[src/rtl/spi_tx_shifter_if.sv]
// rtl/spi_tx_shifter_if.sv - parallel word handshake into the SPI transmit shifter
interface spi_tx_shifter_if #(
   parameter int WIDTH = 8
);
   logic [WIDTH-1:0] tx_data;
   logic             tx_valid;
   logic             tx_ready;

   modport master (
      output tx_data,
      output tx_valid,
      input  tx_ready
   );

   modport slave (
      input  tx_data,
      input  tx_valid,
      output tx_ready
   );
endinterface

[src/rtl/spi_tx_shifter.sv]
// rtl/spi_tx_shifter.sv - SPI mode-0 master transmit shifter, MSB first
// sclk is a registered data output paced by a half-period counter on clk_in.
module spi_tx_shifter #(
   parameter int DIV   = 32,
   parameter int WIDTH = 8
) (
   input  logic            clk_in,
   input  logic            rst,
   spi_tx_shifter_if.slave tx,
   output logic            sclk,
   output logic            mosi,
   output logic            cs_n,
   output logic            busy,
   output logic            done
);
   localparam int HALF = DIV / 2;
   localparam int HW   = (HALF > 1) ? $clog2(HALF) : 1;
   localparam int BW   = $clog2(WIDTH + 1);
   localparam logic [HW-1:0] TC       = HW'(HALF - 1);
   localparam logic [BW-1:0] LAST_BIT = BW'(WIDTH - 1);

   typedef enum logic [1:0] {IDLE, SHIFT, FINISH} state_t;

   state_t           state_q, state_d;
   logic [HW-1:0]    cnt_q, cnt_d;
   logic [BW-1:0]    bit_q, bit_d;
   logic [WIDTH-1:0] sreg_q, sreg_d, sreg_sh;
   logic             sclk_q, sclk_d;
   logic             mosi_q, mosi_d;
   logic             cs_n_q, cs_n_d;
   logic             done_q, done_d;
   logic             ready_q, ready_d;

   always_comb begin
      state_d = state_q;
      cnt_d   = cnt_q;
      bit_d   = bit_q;
      sreg_d  = sreg_q;
      sclk_d  = sclk_q;
      mosi_d  = mosi_q;
      cs_n_d  = cs_n_q;
      done_d  = 1'b0;
      sreg_sh = sreg_q << 1;
      case (state_q)
         IDLE: begin
            if (tx.tx_valid && ready_q) begin
               state_d = SHIFT;
               sreg_d  = tx.tx_data;
               mosi_d  = tx.tx_data[WIDTH-1];
               cs_n_d  = 1'b0;
               sclk_d  = 1'b0;
               cnt_d   = '0;
               bit_d   = '0;
            end
         end
         SHIFT: begin
            if (cnt_q == TC) begin
               cnt_d = '0;
               if (!sclk_q) begin
                  sclk_d = 1'b1;
               end else begin
                  sclk_d = 1'b0;
                  // The last bit stays on mosi through FINISH.
                  if (bit_q == LAST_BIT) begin
                     state_d = FINISH;
                  end else begin
                     bit_d  = bit_q + BW'(1);
                     sreg_d = sreg_sh;
                     mosi_d = sreg_sh[WIDTH-1];
                  end
               end
            end else begin
               cnt_d = cnt_q + HW'(1);
            end
         end
         FINISH: begin
            if (cnt_q == TC) begin
               cnt_d   = '0;
               bit_d   = '0;
               state_d = IDLE;
               cs_n_d  = 1'b1;
               done_d  = 1'b1;
            end else begin
               cnt_d = cnt_q + HW'(1);
            end
         end
         default: state_d = IDLE;
      endcase
      // Registered so ready stays low until the first edge after reset release.
      ready_d = (state_d == IDLE);
   end

   always_ff @(posedge clk_in or negedge rst) begin
      if (!rst) begin
         state_q <= IDLE;
         cnt_q   <= '0;
         bit_q   <= '0;
         sreg_q  <= '0;
         sclk_q  <= 1'b0;
         mosi_q  <= 1'b0;
         cs_n_q  <= 1'b1;
         done_q  <= 1'b0;
         ready_q <= 1'b0;
      end else begin
         state_q <= state_d;
         cnt_q   <= cnt_d;
         bit_q   <= bit_d;
         sreg_q  <= sreg_d;
         sclk_q  <= sclk_d;
         mosi_q  <= mosi_d;
         cs_n_q  <= cs_n_d;
         done_q  <= done_d;
         ready_q <= ready_d;
      end
   end

   assign tx.tx_ready = ready_q;
   assign sclk        = sclk_q;
   assign mosi        = mosi_q;
   assign cs_n        = cs_n_q;
   assign done        = done_q;
   assign busy        = (state_q != IDLE);
endmodule

[src/flat_wrapper.sv]
// flat-port wrapper written by rule: the top's interface ports become plain ports
module spi_tx_shifter_flat 
#(
   parameter int DIV   = 32,
   parameter int WIDTH = 8
)
  (clk_in, rst, sclk, mosi, cs_n, busy, done, tx_tx_data, tx_tx_valid, tx_tx_ready);
  spi_tx_shifter_if #(.WIDTH(WIDTH)) tx_i ();
  input  logic clk_in;
  input  logic rst;
  output logic sclk;
  output logic mosi;
  output logic cs_n;
  output logic busy;
  output logic done;
  input wire logic [$bits(tx_i.tx_data)-1:0] tx_tx_data;
  input wire logic [$bits(tx_i.tx_valid)-1:0] tx_tx_valid;
  output wire logic [$bits(tx_i.tx_ready)-1:0] tx_tx_ready;
  assign tx_i.tx_data = tx_tx_data;
  assign tx_i.tx_valid = tx_tx_valid;
  assign tx_tx_ready = tx_i.tx_ready;
  spi_tx_shifter #(.DIV(DIV), .WIDTH(WIDTH)) u_core (.clk_in(clk_in), .rst(rst), .tx(tx_i), .sclk(sclk), .mosi(mosi), .cs_n(cs_n), .busy(busy), .done(done));
endmodule
[config.mk]
export PLATFORM = sky130hd
export DESIGN_NAME = spi_tx_shifter_flat
export DESIGN_NICKNAME = d
export VERILOG_FILES = /design/src/rtl/spi_tx_shifter_if.sv /design/src/rtl/spi_tx_shifter.sv /design/src/flat_wrapper.sv
export SDC_FILE = /design/constraint.sdc
export NUM_CORES = 1
export LEC_CHECK = 0
export CORE_MARGIN = 5
export CORE_UTILIZATION = 54
export CTS_CLUSTER_SIZE = 14
export DETAILED_ROUTE_END_ITERATION = 7
export GPL_TIMING_DRIVEN = 0
export PLACE_DENSITY = 0.78
export SYNTH_ARGS = -nofsm -noshare
export SYNTH_HDL_FRONTEND = slang
export SYNTH_SLANG_ARGS = --single-unit
[constraint.sdc]
create_clock -name clk_in -period 2 [get_ports clk_in]
set_clock_uncertainty 0.05 [all_clocks]
set_input_delay 0.4 -clock clk_in [delete_from_list [all_inputs] [get_ports clk_in]]
set_output_delay 0.4 -clock clk_in [all_outputs]
set_load 0.03 [all_outputs]
# After elaboration in Yosys (flattened, before gate mapping)
# Index checks and enable logic that the tools add are counted.
# word_totals
regBits,22
out_inout_bits,6
# op_classes
addsub,2
n_eq_ne,9
n_mux,32
n_reduce_logical,14
# ops
cell,count
two-way mux 7 bit,4
two-way mux 4 bit,6
case mux 7 bit (2 select lines),1
case mux 4 bit (3 select lines),1
two-way mux 1 bit,10
two-way mux 2 bit,5
"adder 4 x 1 -> 4 bit, second input constant",2
"!= test 2 x 1 -> 1 bit, second input constant",4
case mux 4 bit (2 select lines),1
nonzero test 2 bit,4
case mux 1 bit (2 select lines),3
case mux 2 bit (3 select lines),1
AND reduction 3 bit,2
AND reduction 6 bit,1
AND reduction 5 bit,1
"equality test 4 x 3 -> 1 bit, second input constant",1
"equality test 4 bit, second input constant",1
zero test 2 bit,2
nonzero test 3 bit,1
"equality test 2 x 1 -> 1 bit, second input constant",1
"equality test 2 bit, second input constant",1
"!= test 2 bit, second input constant",1
AND reduction 2 bit,1
OR reduction 2 bit,1
logical AND 1 bit,1

# Depth between registers and ports, before layout
# Gate-level depths: netlist of the first run.
# logic_depth
ltp_word,6
mapped_depth,7
mapped_depth_nobuf,6

# Worst setup path after synthesis of the first run
# Ideal clock, no wire load.
# synth_timing
path_type,reg-to-reg
from,register u_core.state_q[1]
to,"register u_core.mosi_q, in the netlist u_core.mosi"
t_arrival_ns,1.563
required_time_ns,1.825
slack_ns,0.262
stages_incl_launch_ff,8
path_buffers,1
period_less_slack_ns,1.738
path_cell_list,dfrtp_1 inv_1 ha_1 clkbuf_2 nor2b_1 a31oi_4 nor2_8 mux2_4
# synth_between
elab_chain_len,3
elab_cells_between_ends,9
# synth_lines
item,line_no,text
"start, declared",spi_tx_shifter.sv:24,"state_t state_q, state_d;"
"start signal, assigned",spi_tx_shifter.sv:105,state_q <= state_d;
equality test 2 x 1 -> 1 bit or zero test 2 bit (tied branches),spi_tx_shifter.sv:44,case (state_q)
"!= test 2 x 1 -> 1 bit (no line), or another cell as far along",n/a,
AND reduction 5 bit (no line),n/a,
"end signal, assigned",spi_tx_shifter.sv:110,mosi_q <= mosi_d;
"end, declared",spi_tx_shifter.sv:29,"logic mosi_q, mosi_d;"
# Several ways; a longest one is shown, not always the timed one.
# A chain may end at the register's enable or synchronous reset.

# Worst setup path after layout of the first run
# layout_timing
from,"register u_core.ready_q, in the netlist u_core.tx.tx_ready"
to,output tx_tx_ready
# layout_lines
item,line_no,text
"start, declared",spi_tx_shifter.sv:32,"logic ready_q, ready_d;"
"start signal, assigned",spi_tx_shifter.sv:113,ready_q <= ready_d;
"end, declared",flat_wrapper.sv:18,output wire logic [$bits(tx_i.tx_ready)-1:0] tx_tx_ready;
# No word-level cell between the ends.

==> load_flow_metrics.sql, run 1 <==
INSERT INTO impl_metrics (metric_group, metric, value, unit) VALUES
('run_status', 'outcome', 'finished, final reports clean', ''),
('hold_path', 'hold_path_class', 'reg2reg', ''),
('setup_path', 'reg2reg_from', 'u_core.state_q[0]$_DFF_PN0_', ''),
('synth', 'ys_seq_area_share', '42.5', '%'),
('placement', 'preCtsSetupSlack', '-0.0480', 'ns'),
('layout', 'drive_above_1_share', '21.0', '%'),
('timing', 'timing_hold_violations_final', '0', ''),
('route', 'route.met2.wl', '1260', 'um'),
('power', 'static-leakage-power', '0.674', 'nW'),
('layout', 'antennaDiodeCount', '0', ''),
('setup_path', 'cp_data_arrival_time', '1.46', 'ns'),
('route', 'top_layer', 'met4', ''),
('floorplanning', 'initial_utilization', '57.6', '%'),
('clock_network', 'cts.sink_count', '22', ''),
('floorplanning', 'dieWidth', '59.0', 'um'),
('synth', 'postSynthNetCount', '138', ''),
('placement', 'dpl-instance-area', '0.00149', 'sq mm'),
('route', 'vias_per_cell', '5.87', ''),
('hold_path', 'holdCritStartpoint', 'u_core.sreg_q[3]$_DFFE_PN0P_', ''),
('layout', 'finish.cell_count_without_fillers', '171', ''),
('setup_path', 'cp_top_family', 'buffers and inverters', ''),
('setup_path', 'critPathCaptureType', 'output port', ''),
('synth', 'ys_seq_elements', '22', ''),
('clock_network', 'clk_pin_slew_worst_paths', '0.13', 'ns'),
('timing', 'fin_crit', '1.91', 'ns'),
('synth', 'synth_cells', '121', ''),
('setup_path', 'ff2ff_path_depth', '7', ''),
('global_route', 'antenna_found_initial', '0', ''),
('placement', 'place.gp.congestion', '0.817', ''),
('timing', 'highest_achievable_clock_rate', '523', 'MHz'),
('power', 'combinationalPowerShare', '54.0', '%'),
('synth', 'async_flop_share', '100', '%'),
('synth', 'synthDistinctLibCells', '40', ''),
('setup_path', 'slowest_stage', 'sky130_fd_sc_hd__clkdlybuf4s50_1', ''),
('floorplanning', 'io_pins', '17', ''),
('timing', 'finalSetupTns', '0', 'ns'),
('synth', 'synth_top_flop_cell', 'sky130_fd_sc_hd__dfrtp_1', ''),
('timing', 'worst_hold_slack', '0.474', 'ns'),
('route', 'drt_iter0_markers', '37', ''),
('global_route', 'grt_first_pass_wirelength', '4620', 'um'),
('power', 'power.ir.vdd_worst', '973', 'uV'),
('clock_network', 'htree_levels', '1', ''),
('global_route', 'grt_pass1_vias', '1009', ''),
('timing', 'finalWorstSetupSlack', '0.0883', 'ns'),
('hold_path', 'timing.hold.worst_path_depth', '1', ''),
('clock_network', 'tritoncts.num_buffers', '3', ''),
('layout', 'stdcell_area', '0.00154', 'sq mm'),
('layout', 'layout.nets', '161', ''),
('power', 'intPower', '1.20', 'mW'),
('route', 'route.antenna.remaining_nets', '0', ''),
('timing', 'drv_slew', '0', ''),
('synth', 'mappedNetlistArea', '0.00130', 'sq mm'),
('setup_path', 'combined_buffer_and_inverter_count_along_the_critical_path', '1', ''),
('global_route', 'grt_ovf', '0', ''),
('route', 'first_pass_iters', '4', ''),
('synth', 'synth_top_area_share', '40.5', '%'),
('clock_network', 'root_buffer', 'sky130_fd_sc_hd__clkbuf_4', ''),
('route', 'vias', '1003', ''),
('setup_path', 'timing.reg2reg.setup_slack', '0.10', 'ns'),
('synth', 'yosysWarningCount', '0', ''),
('timing', 'worst-slew-pin-transition', '0.973', 'ns'),
('floorplanning', 'die_area', '0.00349', 'sq mm'),
('power', 'totalPowerFinal', '1.98', 'mW'),
('setup_path', 'delay_of_the_slowest_cell_on_the_worst_path', '0.71', 'ns'),
('layout', 'layout_commonest_cell', 'sky130_fd_sc_hd__dfrtp_1', ''),
('setup_path', 'cp_cell_sequence', 'clkdlybuf4s50_1', ''),
('synth', 'postSynthAreaPerCell', '10.7', 'sq um'),
('placement', 'place_inst', '165', ''),
('global_route', 'gr_usage_total', '17.0', '%'),
('route', 'finalWirelength', '2620', 'um'),
('power', 'power.net_switching', '0.778', 'mW');
==> layout make-up <==
| type | instances | area (sq um) | share of cell area, % |
|---|---|---|---|
| multi-input cells | 91 | 711 | 46.2 |
| flip-flops and latches | 22 | 552 | 35.9 |
| repair buffers | 18 | 175 | 11.4 |
| well taps | 28 | 35.0 | 2.28 |
| clock buffers | 4 | 26.3 | 1.71 |
| plain buffers | 3 | 20.0 | 1.30 |
| inverters | 5 | 18.8 | 1.22 |
==> kinds of logic (layout without fill, tap and decap cells) <==
group | Yosys count | count (layout) | share of synthesized area [%]
flip-flops | 22 | 22 | 42.5
AO/OA/AOI/OAI | 28 | 28 | 16.0
buffers and inverters | 8 | 30 | 2.79
multiplexers | 14 | 14 | 14.2
AND/OR/NAND/NOR | 43 | 43 | 18.8
adder cells (fa/ha/maj) | 6 | 6 | 5.78
==> routing by layer <==
metal,up-vias,track usage (%)
met5,-,0
met4,0,5.83
met3,2,3.92
met2,33,27.0
met1,480,22.7
li1,488,-
==> repair_timing <==
| action | CTS | global route |
|---|---|---|
| setup buffers | 2 | 0 |
| resized for setup | 4 | 2 |
| hold buffers | 0 | 0 |
| endpoints found under the setup margin | 2 | 2 |
==> flip-flops by register name, summed over array words and instances, names as in the netlist <==
register / cells
u_core.sreg_q: 7
u_core.bit_q: 4
u_core.tx.tx_ready: 1
u_core.mosi: 1
u_core.cnt_q: 4
u_core.state_q: 2
u_core.cs_n: 1
u_core.done: 1
u_core.sclk: 1
==> cells in the mapped netlist (2+ instances only) <==
cell                       count
sky130_fd_sc_hd__a21oi_1       7
sky130_fd_sc_hd__a31oi_1       2
sky130_fd_sc_hd__dfrtp_1      21
sky130_fd_sc_hd__ha_1          6
sky130_fd_sc_hd__inv_1         5
sky130_fd_sc_hd__mux2_2        7
sky130_fd_sc_hd__mux2_4        7
sky130_fd_sc_hd__nand2_1      10
sky130_fd_sc_hd__nand2b_1      2
sky130_fd_sc_hd__nand3_1       7
sky130_fd_sc_hd__nand4_1       2
sky130_fd_sc_hd__nor2_1        6
sky130_fd_sc_hd__nor3_1        4
sky130_fd_sc_hd__nor4_1        2
sky130_fd_sc_hd__o211ai_1      2
sky130_fd_sc_hd__o21ai_0       7
==> power groups by stage <==
stage,clock [mW],sequential [mW],combinational [mW]
after floorplan,0,0.742,0.750
final,0.213,0.697,1.07
after global routing,0.238,0.720,1.16
after global placement,0,0.701,1.02
after CTS,0.218,0.696,1.07
after detailed placement,0,0.713,1.05
==> worst max-delay path by stage <==
stage | start | endpoint | depth (start not counted)
after global placement | u_core.state_q[1]$_DFF_PN0_ | busy | 5
after global routing | u_core.state_q[0]$_DFF_PN0_ | u_core.bit_q[0]$_DFFE_PN0P_ | 7
after detailed placement | u_core.state_q[1]$_DFF_PN0_ | busy | 5
after CTS | u_core.state_q[0]$_DFF_PN0_ | busy | 5
final | u_core.tx.tx_ready$_DFF_PN0_ | tx_tx_ready | 1
after floorplan | u_core.state_q[1]$_DFF_PN0_ | u_core.mosi$_DFFE_PN0P_ | 7
Power figures use the tool's default switching activity.
==> run 2: changes to the inputs <==
--- a/config.mk
+++ b/config.mk
@@ -5,6 +5,7 @@
 export SDC_FILE = /design/constraint.sdc
 export NUM_CORES = 1
 export LEC_CHECK = 0
+export CORE_ASPECT_RATIO = 0.9
 export CORE_MARGIN = 5
 export CORE_UTILIZATION = 54
 export CTS_CLUSTER_SIZE = 14
==> run 2 against run 1 <==
Die area hardly changed. Global-route usage is 1.2 points lower. Routed wire length shrank 1.8%. Sequential power about the same. Non-clock buffer count unchanged. Clock-buffer cell count fell by 1. Critical path depth unchanged. Hold slack worse by 0.0027 ns. Utilization is 1.4 points higher.
==> load_flow_metrics.sql, run 2 (synthesis gave the netlist of run 1 again) <==
INSERT INTO impl_metrics (metric_group, metric, value, unit) VALUES
('global_route', 'grt_ovf', '0', ''),
('setup_path', 'reg2reg_from', 'u_core.state_q[0]$_DFF_PN0_', ''),
('global_route', 'grt_first_pass_wirelength', '4190', 'um'),
('timing', 'worst-slew-pin-transition', '0.992', 'ns'),
('power', 'power.ir.vdd_worst', '898', 'uV'),
('setup_path', 'worstPathRequired', '1.55', 'ns'),
('power', 'static-leakage-power', '0.695', 'nW'),
('floorplanning', 'io_pins', '17', ''),
('clock_network', 'tritoncts.num_buffers', '3', ''),
('floorplanning', 'die_y', '56.5', 'um'),
('clock_network', 'htree_levels', '1', ''),
('floorplanning', 'die_area', '0.00349', 'sq mm'),
('clock_network', 'clk_pin_slew_worst_paths', '0.13', 'ns'),
('floorplanning', 'placement_rows', '16', ''),
('layout', 'drive_above_1_share', '22.4', '%'),
('power', 'power_frac_clock', '16.6', '%'),
('run_status', 'outcome', 'finished, final reports clean', ''),
('setup_path', 'crit_cells', '1', ''),
('global_route', 'gr_usage_total', '15.8', '%'),
('placement', 'port-buffer-count', '16', ''),
('clock_network', 'cts.path.max_buffers', '2', ''),
('timing', 'fin_crit', '1.93', 'ns'),
('layout', 'largest_register_ffs', '7', ''),
('setup_path', 'delay_of_the_slowest_cell_on_the_worst_path', '0.70', 'ns'),
('timing', 'final_min_period_over_clock_period', '96.4', '%'),
('route', 'met1Wirelength', '1170', 'um'),
('global_route', 'antenna_found_initial', '0', ''),
('setup_path', 'worst-setup-path-type', 'reg2out', ''),
('setup_path', 'path_max_fanout', '6', ''),
('power', 'sequentialPowerShare', '33.2', '%'),
('power', 'sw_frac_of_total', '37.2', '%'),
('placement', 'dpl-instance-area', '0.00149', 'sq mm'),
('route', 'drt_iter0_markers', '58', ''),
('route', 'detail_route.drc_violations', '0', ''),
('clock_network', 'tritoncts', 'yes', ''),
('setup_path', 'combined_buffer_and_inverter_count_along_the_critical_path', '1', ''),
('global_route', 'grt_pass1_vias', '906', ''),
('setup_path', 'crit_path_start_kind', 'flip-flop', ''),
('route', 'avgRoutedWirePerCell', '15.1', 'um'),
('layout', 'layout.nets', '161', ''),
('setup_path', 'worstSetupStartpoint', 'u_core.sclk$_DFFE_PN0P_', ''),
('placement', 'place.gp.congestion', '0.831', ''),
('setup_path', 'cp_top_family', 'buffers and inverters', ''),
('layout', 'syn_to_final_growth', '20.2', '%'),
('floorplanning', 'fp.coreArea', '0.00224', 'sq mm'),
('setup_path', 'crit_end', 'sclk', ''),
('route', 'route.antenna.remaining_nets', '0', ''),
('job', 'drv.max_cap_violation_count', '0', ''),
('power', 'intPower', '1.32', 'mW'),
('timing', 'setup_viol', '0', ''),
('route', 'vias_per_cell', '5.94', ''),
('setup_path', 'ff2ff_path_depth', '7', ''),
('power', 'power_density', '1350', 'mW/mm^2'),
('route', 'route.met2.wl', '1190', 'um'),
('floorplanning', 'dieWidth', '61.7', 'um'),
('power', 'totalPowerFinal', '2.10', 'mW'),
('clock_network', 'root_buffer', 'sky130_fd_sc_hd__clkbuf_4', ''),
('setup_path', 'cp_cell_sequence', 'clkdlybuf4s50_1', ''),
('hold_path', 'hold_path_class', 'reg2reg', ''),
('layout', 'layout_commonest_cell', 'sky130_fd_sc_hd__dfrtp_1', ''),
('timing', 'rsz0062_at_grt', 'false', ''),
('timing', 'highest_achievable_clock_rate', '518', 'MHz'),
('placement', 'hpwl', '1900', 'um'),
('setup_path', 'cp_data_arrival_time', '1.48', 'ns'),
('layout', 'stdcell_area', '0.00156', 'sq mm'),
('power', 'combinationalPowerShare', '50.3', '%'),
('timing', 'relSlewSlack', '33.7', '%'),
('floorplanning', 'initial_utilization', '57.9', '%'),
('route', 'detailroute.wirelength.met3', '195', 'um'),
('route', 'finalWirelength', '2580', 'um'),
('route', 'vias', '1010', ''),
('layout', 'registers.top_by_ff_count', 'u_core.sreg_q', ''),
('power', 'power.net_switching', '0.783', 'mW'),
('global_route', 'pin_count_of_the_biggest_net_entering_global_routing', '23', ''),
('setup_path', 'slowest_stage', 'sky130_fd_sc_hd__clkdlybuf4s50_1', ''),
('clock_network', 'cts.sink_count', '22', ''),
('layout', 'top_regs', 'u_core.sreg_q (7), u_core.bit_q (4), u_core.cnt_q (4)', ''),
('layout', 'antennaDiodeCount', '0', ''),
('setup_path', 'timing.reg2reg.setup_slack', '0.13', 'ns'),
('timing', 'drv_slew', '0', ''),
('setup_path', 'critPathCaptureType', 'output port', ''),
('layout', 'fillerInstances', '161', ''),
('setup_path', 'reg2reg_to', 'u_core.bit_q[0]$_DFFE_PN0P_', ''),
('layout', 'most_used_cells_in_the_layout_excluding_fill_and_tap_cells', '21 x sky130_fd_sc_hd__dfrtp_1, 13 x sky130_fd_sc_hd__clkdlybuf4s50_1, 10 x sky130_fd_sc_hd__nand2_1', ''),
('clock_network', 'clk_latency', '0.32', 'ns'),
('route', 'top_layer', 'met4', ''),
('route', 'first_pass_iters', '4', ''),
('timing', 'timing_hold_violations_final', '0', '');
## run 2: power groups by stage
stage                     Clock [mW]  Sequential [mW]  Combinational [mW]
after global placement             0            0.702                1.02
after CTS                      0.360            0.697                1.07
final                          0.349            0.698                1.06
after global routing           0.379            0.713                1.15
after floorplan                    0            0.742               0.750
after detailed placement           0            0.710                1.05
## run 2: cell type report
cell class	instances	area, sq um	share of cell area [%]
Timing Repair Buffer	18	171	11.0
Clock buffer	3	22.5	1.44
Tap cell	27	33.8	2.16
Multi-Input combinational cell	91	713	45.7
Buffer	3	20.0	1.28
Sequential cell	22	552	35.3
Inverter	5	18.8	1.20
Clock inverter	1	30.0	1.92
## run 2: worst min-delay path by stage
stage               cells past startpoint                            to                          from
floorplan                               0   u_core.bit_q[0]$_DFFE_PN0P_                           rst
global placement                        1  u_core.sreg_q[4]$_DFFE_PN0P_  u_core.sreg_q[4]$_DFFE_PN0P_
detailed placement                      1  u_core.sreg_q[4]$_DFFE_PN0P_  u_core.sreg_q[4]$_DFFE_PN0P_
CTS                                     1  u_core.sreg_q[4]$_DFFE_PN0P_  u_core.sreg_q[4]$_DFFE_PN0P_
global route                            1  u_core.sreg_q[6]$_DFFE_PN0P_  u_core.sreg_q[6]$_DFFE_PN0P_
finish                                  1  u_core.sreg_q[4]$_DFFE_PN0P_  u_core.sreg_q[4]$_DFFE_PN0P_
## run 2: per-layer routing
metal	vias up	GRT usage, %
li1	490	-
met1	479	21.7
met2	37	24.5
met3	4	4.13
met4	0	3.64
met5	-	0
## run 2: through the flow
| step | hold WS (ns) | util [%] | worst slack (ns) | TNS [ns] | cells |
|---|---|---|---|---|---|
| after global routing | 0.486 | 69.6 | 0.00862 | 0 | 170 |
| after detailed placement | 0.438 | 66.6 | -0.0318 | -0.0318 | 164 |
| after CTS | 0.477 | 69.6 | 0.0184 | 0 | 170 |
| final | 0.471 | 69.6 | 0.0712 | 0 | 170 |
| after floorplan | 0.0544 | - | 0.262 | 0 | 121 |
| after global placement | 0.439 | 66.6 | 0.0181 | 0 | 164 |
## run 2: repair_timing
| item | 4_1_cts | 5_1_grt |
|---|---|---|
| setup endpoints to repair | 2 | 3 |
| buffers inserted | 2 | 0 |
| gates resized for setup | 4 | 6 |
| hold buffers | 0 | 0 |
| pin swaps | 0 | 0 |
==> run 3: changes to the inputs <==
--- a/config.mk
+++ b/config.mk
@@ -12,6 +12,7 @@
 export DETAILED_ROUTE_END_ITERATION = 7
 export GPL_TIMING_DRIVEN = 0
 export PLACE_DENSITY = 0.78
+export RECOVER_POWER = 50
 export SYNTH_ARGS = -nofsm -noshare
 export SYNTH_HDL_FRONTEND = slang
 export SYNTH_SLANG_ARGS = --single-unit
==> run 3 against run 2 <==
Critical path depth stayed put. Routed wire length hardly changed. Cell count stayed put. Flip-flop and latch count stayed put. Global-route usage stayed put. Cell area stayed put. Utilization stayed put. Die area stayed put. Clock power hardly changed. Critical path type unchanged. Maximum frequency is 0.19% higher. First-iteration DRC count is 8.6% higher. Hold slack hardly changed.
==> load_flow_metrics.sql, run 3 (synthesis gave the netlist of run 1 again) <==
INSERT INTO impl_metrics (metric_group, metric, value, unit) VALUES
('floorplanning', 'dieWidth', '61.7', 'um'),
('power', 'combinationalPowerShare', '50.3', '%'),
('floorplanning', 'die_y', '56.5', 'um'),
('run_status', 'outcome', 'finished, final reports clean', ''),
('global_route', 'grt_first_pass_wirelength', '4190', 'um'),
('layout', 'drive_above_1_share', '21.7', '%'),
('layout', 'most_used_cells_in_the_layout_excluding_fill_and_tap_cells', '21 x sky130_fd_sc_hd__dfrtp_1, 12 x sky130_fd_sc_hd__clkdlybuf4s50_1, 10 x sky130_fd_sc_hd__nand2_1', ''),
('setup_path', 'critPathCaptureType', 'output port', ''),
('route', 'drt_iter0_markers', '63', ''),
('layout', 'registers.top_by_ff_count', 'u_core.sreg_q', ''),
('timing', 'fin_crit', '1.93', 'ns'),
('floorplanning', 'io_pins', '17', ''),
('clock_network', 'tritoncts', 'yes', ''),
('power', 'static-leakage-power', '0.698', 'nW'),
('power', 'sw_frac_of_total', '37.3', '%'),
('global_route', 'use_met3', '4.13', '%'),
('setup_path', 'worstPathRequired', '1.55', 'ns'),
('timing', 'finalWorstSetupSlack', '0.0749', 'ns'),
('setup_path', 'worst-setup-path-type', 'reg2out', ''),
('clock_network', 'cts.path.max_buffers', '2', ''),
('power', 'power.ir.vdd_worst', '893', 'uV'),
('clock_network', 'tritoncts.num_buffers', '3', ''),
('route', 'finalWirelength', '2580', 'um'),
('route', 'avgRoutedWirePerCell', '15.2', 'um'),
('setup_path', 'crit_path_start_kind', 'flip-flop', ''),
('global_route', 'grt_util_met1', '21.7', '%'),
('route', 'first_pass_iters', '4', ''),
('setup_path', 'cp_top_family', 'buffers and inverters', ''),
('power', 'sequentialPowerShare', '33.2', '%'),
('power', 'power.net_switching', '0.783', 'mW'),
('setup_path', 'timing.reg2reg.setup_slack', '0.11', 'ns'),
('setup_path', 'cp_cell_sequence', 'clkdlybuf4s50_1', ''),
('clock_network', 'htree_levels', '1', ''),
('setup_path', 'ff2ff_path_depth', '7', ''),
('setup_path', 'reg2reg_from', 'u_core.state_q[0]$_DFF_PN0_', ''),
('global_route', 'antenna_found_initial', '0', ''),
('setup_path', 'worstSetupStartpoint', 'u_core.sclk$_DFFE_PN0P_', ''),
('setup_path', 'path_max_fanout', '6', ''),
('route', 'vias_per_cell', '5.92', ''),
('global_route', 'pin_count_of_the_biggest_net_entering_global_routing', '23', ''),
('layout', 'largest_register_ffs', '7', ''),
('layout', 'layout_commonest_cell', 'sky130_fd_sc_hd__dfrtp_1', ''),
('route', 'detail_route.drc_violations', '0', ''),
('setup_path', 'crit_cells', '1', ''),
('clock_network', 'holdBufCountCts', '0', ''),
('setup_path', 'combined_buffer_and_inverter_count_along_the_critical_path', '1', ''),
('layout', 'post-route-util', '69.6', '%'),
('timing', 'timing_hold_violations_final', '0', ''),
('clock_network', 'cts.sink_count', '22', ''),
('global_route', 'grt_util_met2', '24.5', '%'),
('floorplanning', 'placement_rows', '16', ''),
('clock_network', 'root_buffer', 'sky130_fd_sc_hd__clkbuf_4', ''),
('route', 'route.antenna.remaining_nets', '0', ''),
('timing', 'rsz0062_at_grt', 'false', ''),
('setup_path', 'cp_data_arrival_time', '1.48', 'ns'),
('route', 'vias', '1006', ''),
('layout', 'top_regs', 'u_core.sreg_q (7), u_core.bit_q (4), u_core.cnt_q (4)', ''),
('power', 'intPower', '1.32', 'mW'),
('setup_path', 'delay_of_the_slowest_cell_on_the_worst_path', '0.70', 'ns'),
('timing', 'setup_viol', '0', ''),
('clock_network', 'clk_latency', '0.32', 'ns'),
('timing', 'final_min_period_over_clock_period', '96.3', '%'),
('layout', 'fillerInstances', '161', ''),
('floorplanning', 'die_area', '0.00349', 'sq mm'),
('job', 'drv.max_cap_violation_count', '0', ''),
('clock_network', 'clk_pin_slew_worst_paths', '0.13', 'ns'),
('timing', 'highest_achievable_clock_rate', '519', 'MHz'),
('layout', 'layout.nets', '161', ''),
('timing', 'drv_slew', '0', ''),
('layout', 'syn_to_final_growth', '20.2', '%'),
('floorplanning', 'fp.coreArea', '0.00224', 'sq mm'),
('hold_path', 'hold_path_class', 'reg2reg', ''),
('power', 'power_density', '1350', 'mW/mm^2'),
('layout', 'antennaDiodeCount', '0', ''),
('placement', 'preCtsSetupSlack', '-0.0318', 'ns'),
('timing', 'relSlewSlack', '33.1', '%'),
('global_route', 'grt_ovf', '0', ''),
('setup_path', 'crit_end', 'sclk', ''),
('setup_path', 'slowest_stage', 'sky130_fd_sc_hd__clkdlybuf4s50_1', ''),
('floorplanning', 'initial_utilization', '57.9', '%'),
('global_route', 'most_utilized_layer_in_the_global_route_result', 'met2', ''),
('power', 'power_frac_clock', '16.6', '%'),
('setup_path', 'reg2reg_to', 'u_core.bit_q[0]$_DFFE_PN0P_', ''),
('placement', 'place.gp.congestion', '0.831', ''),
('global_route', 'grt_pass1_vias', '906', ''),
('timing', 'worst-slew-pin-transition', '1.00', 'ns'),
('global_route', 'gr_usage_total', '15.8', '%'),
('placement', 'hpwl', '1900', 'um'),
('placement', 'port-buffer-count', '16', '');
run 3: stage by stage:
| stage | hold WS (ns) | instances | instance area, sq um | setup TNS [ns] | total power [mW] |
|---|---|---|---|---|---|
| after floorplan | 0.0544 | 121 | 1300 | 0 | 1.49 |
| after global placement | 0.439 | 164 | 1490 | 0 | 1.72 |
| after detailed placement | 0.438 | 164 | 1490 | -0.0318 | 1.76 |
| after CTS | 0.477 | 170 | 1560 | 0 | 2.13 |
| after global routing | 0.486 | 170 | 1560 | 0 | 2.24 |
| final | 0.471 | 170 | 1560 | 0 | 2.10 |
run 3: power by group through the flow:
stage	Combinational, mW	Clock [mW]	Sequential, mW
2_1_floorplan	0.750	0	0.742
3_3_place_gp	1.02	0	0.702
3_5_place_dp	1.05	0	0.710
4_1_cts	1.07	0.360	0.697
5_1_grt	1.15	0.379	0.713
6_report	1.06	0.348	0.697
run 3: worst min-delay path by stage:
stage | start | endpoint | depth (start not counted)
after floorplan | rst | u_core.bit_q[0]$_DFFE_PN0P_ | 0
after global placement | u_core.sreg_q[4]$_DFFE_PN0P_ | u_core.sreg_q[4]$_DFFE_PN0P_ | 1
after detailed placement | u_core.sreg_q[4]$_DFFE_PN0P_ | u_core.sreg_q[4]$_DFFE_PN0P_ | 1
after CTS | u_core.sreg_q[4]$_DFFE_PN0P_ | u_core.sreg_q[4]$_DFFE_PN0P_ | 1
after global routing | u_core.sreg_q[6]$_DFFE_PN0P_ | u_core.sreg_q[6]$_DFFE_PN0P_ | 1
final | u_core.sreg_q[4]$_DFFE_PN0P_ | u_core.sreg_q[4]$_DFFE_PN0P_ | 1
run 3: final cells by class:
type | count | area, sq um | share of cell area (%)
inverters | 5 | 18.8 | 1.20
clock inverters | 1 | 30.0 | 1.92
repair buffers | 18 | 171 | 11.0
flip-flops and latches | 22 | 552 | 35.3
well taps | 27 | 33.8 | 2.16
multi-input cells | 91 | 713 | 45.7
plain buffers | 3 | 20.0 | 1.28
clock buffers | 3 | 22.5 | 1.44
run 3: repair_timing:
action / CTS / global route
cloned: 0 / 0
resized for setup: 4 / 6
buffers inserted: 2 / 0
endpoints found under the setup margin: 2 / 3
pin swaps: 0 / 0
run 3: per-layer routing:
layer | wire (um) | up-vias | share of wire, %
met5 | 0 | - | 0
met4 | 20 | 0 | 0.78
met3 | 185 | 4 | 7.2
met2 | 1180 | 38 | 46
met1 | 1190 | 472 | 46
li1 | - | 492 | -
